`config.mk`:
```
export PLATFORM = sky130hd
export DESIGN_NAME = pam_tx_frame_ctrl
export DESIGN_NICKNAME = d
export VERILOG_FILES = /design/src/rtl/pam_tx_frame_ctrl_pkg.sv /design/src/rtl/pam_tx_frame_ctrl_m_seq_gen.sv /design/src/rtl/pam_tx_frame_ctrl.sv
export SDC_FILE = /design/constraint.sdc
export NUM_CORES = 1
export LEC_CHECK = 0
export ABC_AREA = 1
export CORE_MARGIN = 4
export CORE_UTILIZATION = 60
export CTS_BUF_LIST = sky130_fd_sc_hd__clkbuf_2 sky130_fd_sc_hd__clkbuf_4 sky130_fd_sc_hd__clkbuf_8
export CTS_CLUSTER_DIAMETER = 80
export DETAILED_ROUTE_END_ITERATION = 16
export GPL_ROUTABILITY_DRIVEN = 0
export PLACE_DENSITY = 0.87
export REMOVE_ABC_BUFFERS = 1
export SLEW_MARGIN = 20
export SYNTH_ARGS = -nofsm -noshare
export SYNTH_HDL_FRONTEND = slang
export SYNTH_SLANG_ARGS = --single-unit
export TNS_END_PERCENT = 30
```
`constraint.sdc`:
```
create_clock -name clk -period 3.6 [get_ports clk]
set_clock_uncertainty 0.15 [all_clocks]
set_input_delay 0.54 -clock clk [delete_from_list [all_inputs] [get_ports clk]]
set_output_delay 0.54 -clock clk [all_outputs]
set_load 0.02 [all_outputs]
```
`src/rtl/pam_tx_frame_ctrl_pkg.sv`:
```
`default_nettype none
// ============================================================================
// pam_tx_pkg : state encoding and LFSR constants for the PAM transmit framer
// Revision   : 1.0
// ============================================================================
package pam_tx_pkg;

   typedef enum logic [2:0] {
      ST_IDLE     = 3'd0,
      ST_PREAMBLE = 3'd1,
      ST_HEADER   = 3'd2,
      ST_PAYLOAD  = 3'd3,
      ST_GAP      = 3'd4
   } state_e;

   localparam int PAM_ORDER_DEF = 4;
   localparam int SYM_W         = $clog2(PAM_ORDER_DEF);

   localparam int         LFSR_W     = 5;
   localparam logic [4:0] LFSR_SEED  = 5'b11111;
   localparam int         LFSR_TAP_A = 4;
   localparam int         LFSR_TAP_B = 2;

   localparam int HDR_W = 16;

   function automatic int sym_width(input int pam_order);
      return $clog2(pam_order);
   endfunction

endpackage
`default_nettype wire

```
`src/rtl/pam_tx_frame_ctrl_m_seq_gen.sv`:
```
`default_nettype none
// ============================================================================
// m_seq_gen : 5-bit Fibonacci LFSR producing the 31-chip m-sequence
// Revision  : 1.0
// ============================================================================
module m_seq_gen
   import pam_tx_pkg::*;
(
   input  logic clk,
   input  logic arst_n,
   input  logic load,
   input  logic step,
   output logic chip
);

   logic [LFSR_W-1:0] lfsr_q;

   always_ff @(posedge clk or negedge arst_n) begin
      if (!arst_n) begin
         lfsr_q <= LFSR_SEED;
      end else if (load) begin
         lfsr_q <= LFSR_SEED;
      end else if (step) begin
         lfsr_q <= {lfsr_q[LFSR_W-2:0], lfsr_q[LFSR_TAP_A] ^ lfsr_q[LFSR_TAP_B]};
      end
   end

   assign chip = lfsr_q[LFSR_W-1];

endmodule
`default_nettype wire

```
`src/rtl/pam_tx_frame_ctrl.sv`:
```
`default_nettype none
// ============================================================================
// pam_tx_frame_ctrl : preamble / payload / gap sequencer for the PAM VLC link.
// Optional 16-bit sequence-number header when FRAME_HEADER_EN is defined.
// Revision          : 1.0
// ============================================================================
module pam_tx_frame_ctrl
   import pam_tx_pkg::*;
#(
   parameter int DATA_WIDTH    = 32,
   parameter int PAM_ORDER     = PAM_ORDER_DEF,
   parameter int LENGTH_DATA   = 32,
   parameter int LENTGRH_M_SEQ = 31,
   parameter int GAP_CYCLES    = 8
) (
   input  logic                         clk,
   input  logic                         arst_n,
   input  logic                         ctrl_en,
   input  logic [DATA_WIDTH-1:0]        M_AXIS_tdata,
   input  logic                         M_AXIS_tlast,
   input  logic [DATA_WIDTH/8-1:0]      M_AXIS_tkeep,
   input  logic                         M_AXIS_tvalid,
   output logic                         M_AXIS_tready,
   output logic [$clog2(PAM_ORDER)-1:0] sym_data,
   output logic                         sym_valid,
   input  logic                         sym_ready,
   output logic                         sym_is_pre,
   output logic                         frame_start,
   output logic                         frame_done,
   output logic                         tlast_err,
   output logic                         busy
);

   localparam int SW     = sym_width(PAM_ORDER);
   localparam int S      = DATA_WIDTH / SW;
   localparam int SCNT_W = $clog2(S) + 1;
   localparam int WCNT_W = $clog2(LENGTH_DATA) + 1;
   localparam int GCNT_W = $clog2(GAP_CYCLES) + 1;

   localparam logic [SW-1:0]     SYM_MAX   = SW'(PAM_ORDER - 1);
   localparam logic [SCNT_W-1:0] SYM_LAST  = SCNT_W'(S - 1);
   localparam logic [WCNT_W-1:0] WORD_ALL  = WCNT_W'(LENGTH_DATA);
   localparam logic [WCNT_W-1:0] WORD_LAST = WCNT_W'(LENGTH_DATA - 1);
   localparam logic [GCNT_W-1:0] GAP_LAST  = GCNT_W'(GAP_CYCLES - 1);
   localparam logic [4:0]        CHIP_LAST = 5'(LENTGRH_M_SEQ - 1);

   state_e                  state_q;
   logic [4:0]              chip_cnt_q;
   logic [SCNT_W-1:0]       sym_cnt_q;
   logic [WCNT_W-1:0]       word_cnt_q;
   logic [GCNT_W-1:0]       gap_cnt_q;
   logic [DATA_WIDTH-1:0]   shreg_q;
   logic                    loaded_q;

`ifdef FRAME_HEADER_EN
   localparam int HDR_SYMS = HDR_W / SW;
   localparam int HCNT_W   = $clog2(HDR_SYMS) + 1;
   localparam logic [HCNT_W-1:0] HDR_LAST = HCNT_W'(HDR_SYMS - 1);

   logic [HDR_W-1:0]  seq_q;
   logic [HDR_W-1:0]  hdr_q;
   logic [HCNT_W-1:0] hdr_cnt_q;
`endif

   logic chip;
   logic sym_hs;
   logic pre_last;
   logic last_sym_hs;
   logic word_acc;

   assign sym_hs      = sym_valid && sym_ready;
   assign pre_last    = (state_q == ST_PREAMBLE) && sym_hs && (chip_cnt_q == CHIP_LAST);
   assign last_sym_hs = (state_q == ST_PAYLOAD) && sym_hs && (sym_cnt_q == SYM_LAST);

   // tready looks at this cycle's last-symbol handshake so consecutive words
   // stream without an empty slot in between.
   assign M_AXIS_tready = (state_q == ST_PAYLOAD) && (!loaded_q || last_sym_hs)
                          && (word_cnt_q < WORD_ALL);
   assign word_acc      = M_AXIS_tvalid && M_AXIS_tready;

   assign frame_start = (state_q == ST_PREAMBLE) && sym_hs && (chip_cnt_q == 5'd0);
   assign frame_done  = (state_q == ST_GAP) && sym_hs && (gap_cnt_q == GAP_LAST);
   assign tlast_err   = word_acc && ((M_AXIS_tlast != (word_cnt_q == WORD_LAST))
                                     || (M_AXIS_tkeep != '1));
   assign busy        = (state_q != ST_IDLE);
   assign sym_is_pre  = (state_q == ST_PREAMBLE);

   m_seq_gen u_m_seq_gen (
      .clk    (clk),
      .arst_n (arst_n),
      .load   (pre_last),
      .step   ((state_q == ST_PREAMBLE) && sym_hs),
      .chip   (chip)
   );

   always_comb begin
      sym_data  = '0;
      sym_valid = 1'b0;
      case (state_q)
         ST_PREAMBLE: begin
            sym_valid = 1'b1;
            sym_data  = chip ? SYM_MAX : '0;
         end
`ifdef FRAME_HEADER_EN
         ST_HEADER: begin
            sym_valid = 1'b1;
            sym_data  = hdr_q[HDR_W-1 -: SW];
         end
`endif
         ST_PAYLOAD: begin
            sym_valid = loaded_q;
            sym_data  = shreg_q[DATA_WIDTH-1 -: SW];
         end
         ST_GAP: begin
            sym_valid = 1'b1;
         end
         default: ;
      endcase
   end

   always_ff @(posedge clk or negedge arst_n) begin
      if (!arst_n) begin
         state_q    <= ST_IDLE;
         chip_cnt_q <= '0;
         sym_cnt_q  <= '0;
         word_cnt_q <= '0;
         gap_cnt_q  <= '0;
         shreg_q    <= '0;
         loaded_q   <= 1'b0;
`ifdef FRAME_HEADER_EN
         seq_q      <= '0;
         hdr_q      <= '0;
         hdr_cnt_q  <= '0;
`endif
      end else begin
         case (state_q)
            ST_IDLE: begin
               if (ctrl_en && M_AXIS_tvalid) begin
                  state_q    <= ST_PREAMBLE;
                  chip_cnt_q <= '0;
               end
            end

            ST_PREAMBLE: begin
               if (sym_hs) begin
                  if (chip_cnt_q == CHIP_LAST) begin
                     chip_cnt_q <= '0;
                     word_cnt_q <= '0;
                     sym_cnt_q  <= '0;
                     loaded_q   <= 1'b0;
`ifdef FRAME_HEADER_EN
                     state_q    <= ST_HEADER;
                     hdr_q      <= seq_q;
                     hdr_cnt_q  <= '0;
`else
                     state_q    <= ST_PAYLOAD;
`endif
                  end else begin
                     chip_cnt_q <= chip_cnt_q + 5'd1;
                  end
               end
            end

`ifdef FRAME_HEADER_EN
            ST_HEADER: begin
               if (sym_hs) begin
                  hdr_q <= hdr_q << SW;
                  if (hdr_cnt_q == HDR_LAST) begin
                     hdr_cnt_q <= '0;
                     state_q   <= ST_PAYLOAD;
                  end else begin
                     hdr_cnt_q <= hdr_cnt_q + HCNT_W'(1);
                  end
               end
            end
`endif

            ST_PAYLOAD: begin
               if (word_acc) begin
                  shreg_q    <= M_AXIS_tdata;
                  loaded_q   <= 1'b1;
                  sym_cnt_q  <= '0;
                  word_cnt_q <= word_cnt_q + WCNT_W'(1);
               end else if (sym_hs) begin
                  if (sym_cnt_q == SYM_LAST) begin
                     loaded_q  <= 1'b0;
                     sym_cnt_q <= '0;
                     if (word_cnt_q == WORD_ALL) begin
                        state_q   <= ST_GAP;
                        gap_cnt_q <= '0;
                     end
                  end else begin
                     shreg_q   <= shreg_q << SW;
                     sym_cnt_q <= sym_cnt_q + SCNT_W'(1);
                  end
               end
            end

            ST_GAP: begin
               if (sym_hs) begin
                  if (gap_cnt_q == GAP_LAST) begin
                     gap_cnt_q <= '0;
`ifdef FRAME_HEADER_EN
                     seq_q     <= seq_q + 16'd1;
`endif
                     if (ctrl_en && M_AXIS_tvalid) begin
                        state_q <= ST_PREAMBLE;
                     end else begin
                        state_q <= ST_IDLE;
                     end
                  end else begin
                     gap_cnt_q <= gap_cnt_q + GCNT_W'(1);
                  end
               end
            end

            default: state_q <= ST_IDLE;
         endcase
      end
   end

endmodule
`default_nettype wire
```
Yosys cells after proc, flatten, opt, wreduce, memory -nomap -nowiden
Index checks and enable logic that the tools add are counted.
{"block": "op_classes", "reduce_logical": 32, "n_mux": 46, "div_mod_pow": 0, "shifts": 0, "eq_ne": 23, "addsub": 4, "bitwise_logic": 1, "order_cmp": 1, "n_mul": 0}
{"operator": "32-bit two-way mux", "n": 3}
{"operator": "5-bit two-way mux", "n": 10}
{"operator": "3-bit two-way mux", "n": 9}
{"operator": "4-bit two-way mux", "n": 6}
{"operator": "5-bit case mux with 2 select lines", "n": 2}
{"operator": "6-bit two-way mux", "n": 3}
{"operator": "1-bit logical AND", "n": 13}
{"operator": "2-bit inequality test, second input constant", "n": 6}
{"operator": "3-bit case mux with 4 select lines", "n": 1}
{"operator": "6-bit case mux with 2 select lines", "n": 1}
{"operator": "5-bit by 1-bit adder with 5-bit output, second input constant", "n": 2}
{"operator": "2-bit by 1-bit inequality test with 1-bit output, second input constant", "n": 5}
{"operator": "2-bit nonzero test", "n": 5}
{"operator": "9-bit AND reduction", "n": 1}
{"operator": "4-bit case mux with 2 select lines", "n": 1}
{"operator": "4-bit AND reduction", "n": 2}
{"operator": "6-bit by 1-bit adder with 6-bit output, second input constant", "n": 1}
{"operator": "6-bit by 5-bit equality test with 1-bit output, second input constant", "n": 1}
{"operator": "6-bit equality test, second input constant", "n": 1}
{"operator": "6-bit < comparator, second input constant", "n": 1}
{"operator": "1-bit two-way mux", "n": 6}
{"operator": "3-bit AND reduction", "n": 2}
{"operator": "6-bit AND reduction", "n": 1}
{"operator": "5-bit by 4-bit equality test with 1-bit output, second input constant", "n": 1}
{"operator": "other kinds (21)", "n": 23}
{"block": "totals", "regBits": 61, "in_bits": 42, "latchBits": 0, "rom_bits": 0, "out_inout_bits": 9, "n_memories": 0, "elab_cells": 115, "ramBits": 0}

Logic depth before layout (Yosys ltp)
{"block": "depth", "depth_word": 12, "depth_mapped": 12, "depth_no_buf": 11}

By module
A second synthesis with hierarchy kept.
{"block": "hier_totals", "cells_unflattened": 475, "hier_area_um2": 3473.3}
{"mod": "pam_tx_frame_ctrl", "seq_area_each_um2": 1401.3, "cells_each": 447, "n_inst": 1, "area_per_inst_um2": 3240.6}
{"mod": "m_seq_gen", "seq_area_each_um2": 131.4, "cells_each": 28, "n_inst": 1, "area_per_inst_um2": 232.7}

Worst setup path after synthesis
No wires, ideal clock.
{"block": "synth_timing", "kind": "register to output", "from": "register state_q[2]", "to": "output port frame_start", "n_path_buf": 0, "stages_incl_launch_ff": 8, "required_ps": 2910, "slack_ps": 1079, "t_arrival_ps": 1831, "cell_sequence": "dfrtp_1 > nor2_2 > nand2_2 > nand3_2 > nand2_2 > inv_1 > nand2_2 > nor4_1"}
{"block": "synth_via", "elab_chain_len": 6, "elab_cells_between_ends": 8, "classes_between": "eq/ne: 3; mux: 1; reduce/logical: 4"}
{"element": "from (decl)", "line_no": "pam_tx_frame_ctrl.sv:47", "source": "state_e state_q;"}
{"element": "from (signal assigned)", "line_no": "pam_tx_frame_ctrl.sv:123", "source": "state_q <= ST_IDLE;"}
{"element": "from (signal assigned)", "line_no": "pam_tx_frame_ctrl.sv:139", "source": "state_q <= ST_PREAMBLE;"}
{"element": "from (signal assigned)", "line_no": "pam_tx_frame_ctrl.sv:156", "source": "state_q <= ST_PAYLOAD;"}
{"element": "3-bit by 1-bit equality test with 1-bit output / 3-bit equality test (equally long branches)", "line_no": "pam_tx_frame_ctrl.sv:99", "source": "case (state_q)"}
{"element": "2-bit OR reduction (no line)"}
{"element": "1-bit case mux with 2 select lines *", "line_no": "pam_tx_frame_ctrl.sv:99"}
{"element": "via sym_valid", "line_no": "pam_tx_frame_ctrl.sv:25", "source": "output logic sym_valid,"}
{"element": "1-bit logical AND *", "line_no": "pam_tx_frame_ctrl.sv:71", "source": "assign sym_hs = sym_valid && sym_ready;"}
{"element": "1-bit logical AND * (2 in a row)", "line_no": "pam_tx_frame_ctrl.sv:81", "source": "assign frame_start = (state_q == ST_PREAMBLE) && sym_hs && (chip_cnt_q == 5'd0);"}
{"element": "to (decl)", "line_no": "pam_tx_frame_ctrl.sv:28", "source": "output logic frame_start,"}
The timed path passes the listed nets; every way through them passes the cells marked *.

Worst setup path after layout
{"block": "layout_timing", "from": "register state_q[2]", "to": "output port M_AXIS_tready"}
{"block": "layout_via", "elab_chain_len": 9, "elab_cells_between_ends": 11, "classes_between": "eq/ne: 3; mux: 1; reduce/logical: 7"}
{"element": "3-bit by 1-bit equality test with 1-bit output / 3-bit equality test (equally long branches)", "line_no": "pam_tx_frame_ctrl.sv:99"}
{"element": "2-bit OR reduction (no line)"}
{"element": "1-bit case mux with 2 select lines", "line_no": "pam_tx_frame_ctrl.sv:99"}
{"element": "1-bit logical AND", "line_no": "pam_tx_frame_ctrl.sv:71"}
{"element": "1-bit logical AND (2 in a row)", "line_no": "pam_tx_frame_ctrl.sv:73", "source": "assign last_sym_hs = (state_q == ST_PAYLOAD) && sym_hs && (sym_cnt_q == SYM_LAST);"}
{"element": "1-bit logical OR", "line_no": "pam_tx_frame_ctrl.sv:77", "source": "assign M_AXIS_tready = (state_q == ST_PAYLOAD) && (!loaded_q || last_sym_hs)"}
{"element": "1-bit logical AND *", "line_no": "pam_tx_frame_ctrl.sv:77"}
{"element": "1-bit logical AND *", "line_no": "pam_tx_frame_ctrl.sv:78", "source": "&& (word_cnt_q < WORD_ALL);"}
{"element": "to (decl)", "line_no": "pam_tx_frame_ctrl.sv:23", "source": "output logic M_AXIS_tready,"}
Mark *: on every way between the ends. The rest lies on a longest branch, timed or not.

==> flow_summary_export.csv <==
group,metric,value,unit
critical_path,worst_r2r_endpoint,"shreg_q[12]$_DFFE_PN0P_",
global_routing,globalRouteOverflowTotal,0,
clock_network,clock_path_buffers,2,
clock_network,clockRootBuffer,"clkbuf_8",
floorplan,die_h,83.3,µm
floorplan,rows,27,
floorplan,core_area,0.00551,mm²
global_routing,grt_pass1_wl,13000,µm
timing,setup_violations,0,
routing,wl_per_cell,12.4,µm
critical_path,rrSetupSlack,880,ps
clock_network,cts.sinks,61,
synthesis,yosysWarnings,0,
synthesis,syn_area,0.00340,mm²
global_routing,antenna_found_initial,0,
timing,period_share,0.914,
critical_path,critPathArrivalTime,2600,ps
synthesis,synthAdderAreaFrac,0.0257,
clock_network,path_clk_slew,70,ps
global_routing,grt_start_max_net_pins,72,
layout,area_growth,22.2,%
synthesis,synthMuxAreaShare,0,
timing,final_max_slew_viol_count,0,
floorplan,dieWidth,83.3,µm
timing,grt_setup_unrepaired,"false",
timing,tightest_slew,724,ps
critical_path,r2r_start,"sym_cnt_q[0]$_DFFE_PN0P_",
pwr,p_total,2.08,mW
critical_path,critPathMaxFanout,9,
timing,fin_tns_setup,0,ps
global_routing,grt_pass1_vias,3023,
outcome,status,"complete, no violations",
layout,design_area,0.00416,mm²
clock_network,clkLatencyLatePin,340,ps
routing,firstDrtPassIters,4,
synthesis,synth_cells,469,
place,hpwl,5180,µm
clock_network,cts_tree,"yes",
place,portBuffers,50,
worst_hold_path,hold_class,"primary input to asynchronous set/reset pin",
place,dp_slack,568,ps
critical_path,end_kind,"output port",
critical_path,rr_worst_depth,11,
clock_network,ctsHoldBuffers,0,
timing,hold_viol_final,0,
synthesis,synth-seq-area-share,0.450,
routing,vias,3105,
synthesis,synthSimpleGateAreaFrac,0.327,
clock_network,h-tree-depth,3,
critical_path,crit_required,2910,ps
layout,drive_gt1_frac,0.0876,
clock_network,cts_setup_buffers,0,
clock_network,cts_resized,0,
routing,route.detailed.drc,0,
layout,final_cell_mix,"nand2_1 (186), inv_1 (58), dfrtp_1 (56)",
pwr,power_leakage,2.19,nW
timing,fmax,304,MHz
synthesis,synth_top_family_by_area,"simple AND/OR/NAND/NOR gates",
timing,finalCriticalPeriod,3290,ps
floorplan,dieArea,0.00694,mm²
synthesis,netlist.top_cell.by_area,"dfrtp_1",
timing,hold_slack,102,ps
layout,fin_nets,569,
pwr,power_density,501,mW/mm²
timing,slew_headroom,0.517,
layout,layout_commonest_cell,"nand2_1",
place,place_area,0.00394,mm²
global_routing,track_usage,0.228,
clock_network,cts_made_buffers,9,
synthesis,synth.distinct_cells,33,
synthesis,avgSynthCellArea,7.26,µm²
synthesis,synth_xor_area_frac,0.0103,
routing,drtIter0Drc,167,
synthesis,ys_ff_latch,61,
floorplan,io-pin-count,51,
critical_path,start_kind,"flip-flop",
critical_path,crit_type,"flip-flop to output port",
floorplan,initial_utilization,0.618,
routing,routed_wl,7420,µm
routing,ant_nets,0,
pwr,vdd_drop_max,0.000333,V
routing,via_per_inst,5.20,
synthesis,synthTopCellsByArea,"dfrtp_1 (41%), nand2_1 (21%), inv_1 (6.4%)",
timing,setup_slack,309,ps
synthesis,yosysTopAreaCellShare,0.412,
flow_run,max_cap_violations,0,
synthesis,synth_compound_area_frac,0.0974,
layout,n_antenna_cell,0,
## layer usage
layer,share of wire,GRT usage,vias to the layer above
li1,-,-,1572
met1,0.44,0.278,1433
met2,0.48,0.390,87
met3,0.061,0.0496,13
met4,0.017,0.0951,0
met5,0,0,-
## synthesized netlist by cell type (all sizes together)
library cell,number
or3,1
nor2,27
a31oi,2
nor4,1
nand3b,1
clkbuf,3
xnor2,1
nor3,4
a21oi,4
a22oi,4
nand3,31
a32oi,1
buf,10
a211oi,1
ha,7
inv,63
nand4,4
dfrtp,56
xor2,3
nand2,191
dfstp,5
o21ai,48
nor3b,1
## worst max-delay path, cell delays in order (launching register included)
cell             delay [ps]
dfrtp_1                 470
nor3_4                  440
inv_2                   160
o21ai_0                 250
nand2_1                  80
nor2_1                  180
clkdlybuf4s50_1         660
## metrics by stage
stage,instances,util
2_1_floorplan,456,-
4_1_cts,597,0.755
3_3_place_gp,581,0.716
3_5_place_dp,581,0.716
6_report,597,0.755
5_1_grt,597,0.755
## state kept, by name (all words and copies together), names as in the netlist
register and count:
sym_cnt_q 5, gap_cnt_q 4, shreg_q 32, u_m_seq_gen.lfsr_q 5
word_cnt_q 6, state_q 3, loaded_q 1, chip_cnt_q 5
## cell families after synthesis
| family | count (synthesis) |
|---|---|
| adders and majority gates | 7 |
| DFF | 61 |
| and+or+nand+nor | 261 |
| buffers and inverters | 76 |
| AOI/OAI and AO/OA | 60 |
| xor gates and xnor gates | 4 |
## how the worst max path moves through the flow
stage	to	from	slack, ps	depth (start not counted)
3_3_place_gp	M_AXIS_tready	sym_ready	610	6
6_report	M_AXIS_tready	state_q[2]$_DFFE_PN0P_	310	6
2_1_floorplan	shreg_q[10]$_DFFE_PN0P_	state_q[2]$_DFFE_PN0P_	810	10
3_5_place_dp	M_AXIS_tready	sym_ready	570	6
5_1_grt	M_AXIS_tready	state_q[2]$_DFFE_PN0P_	120	6
4_1_cts	M_AXIS_tready	state_q[2]$_DFFE_PN0P_	310	6
## layout make-up
cell class	instances	area, µm²
clock buffer	13	173
tap	72	90.1
multi-input combinational	332	1570
sequential	61	1530
clock inverter	3	42.5
inverter	63	236
timing repair buffer	53	518
fill	416	1350
## power breakdown
part / internal [mW] / switching [mW] / leakage (nW) / total [mW]
registers: 0.772 / 0.0577 / 0.818 / 0.830
clock network: 0.383 / 0.269 / 0.109 / 0.652
logic: 0.216 / 0.386 / 1.26 / 0.602
total: 1.37 / 0.713 / 2.19 / 2.08
Power figures use the tool's default switching activity.
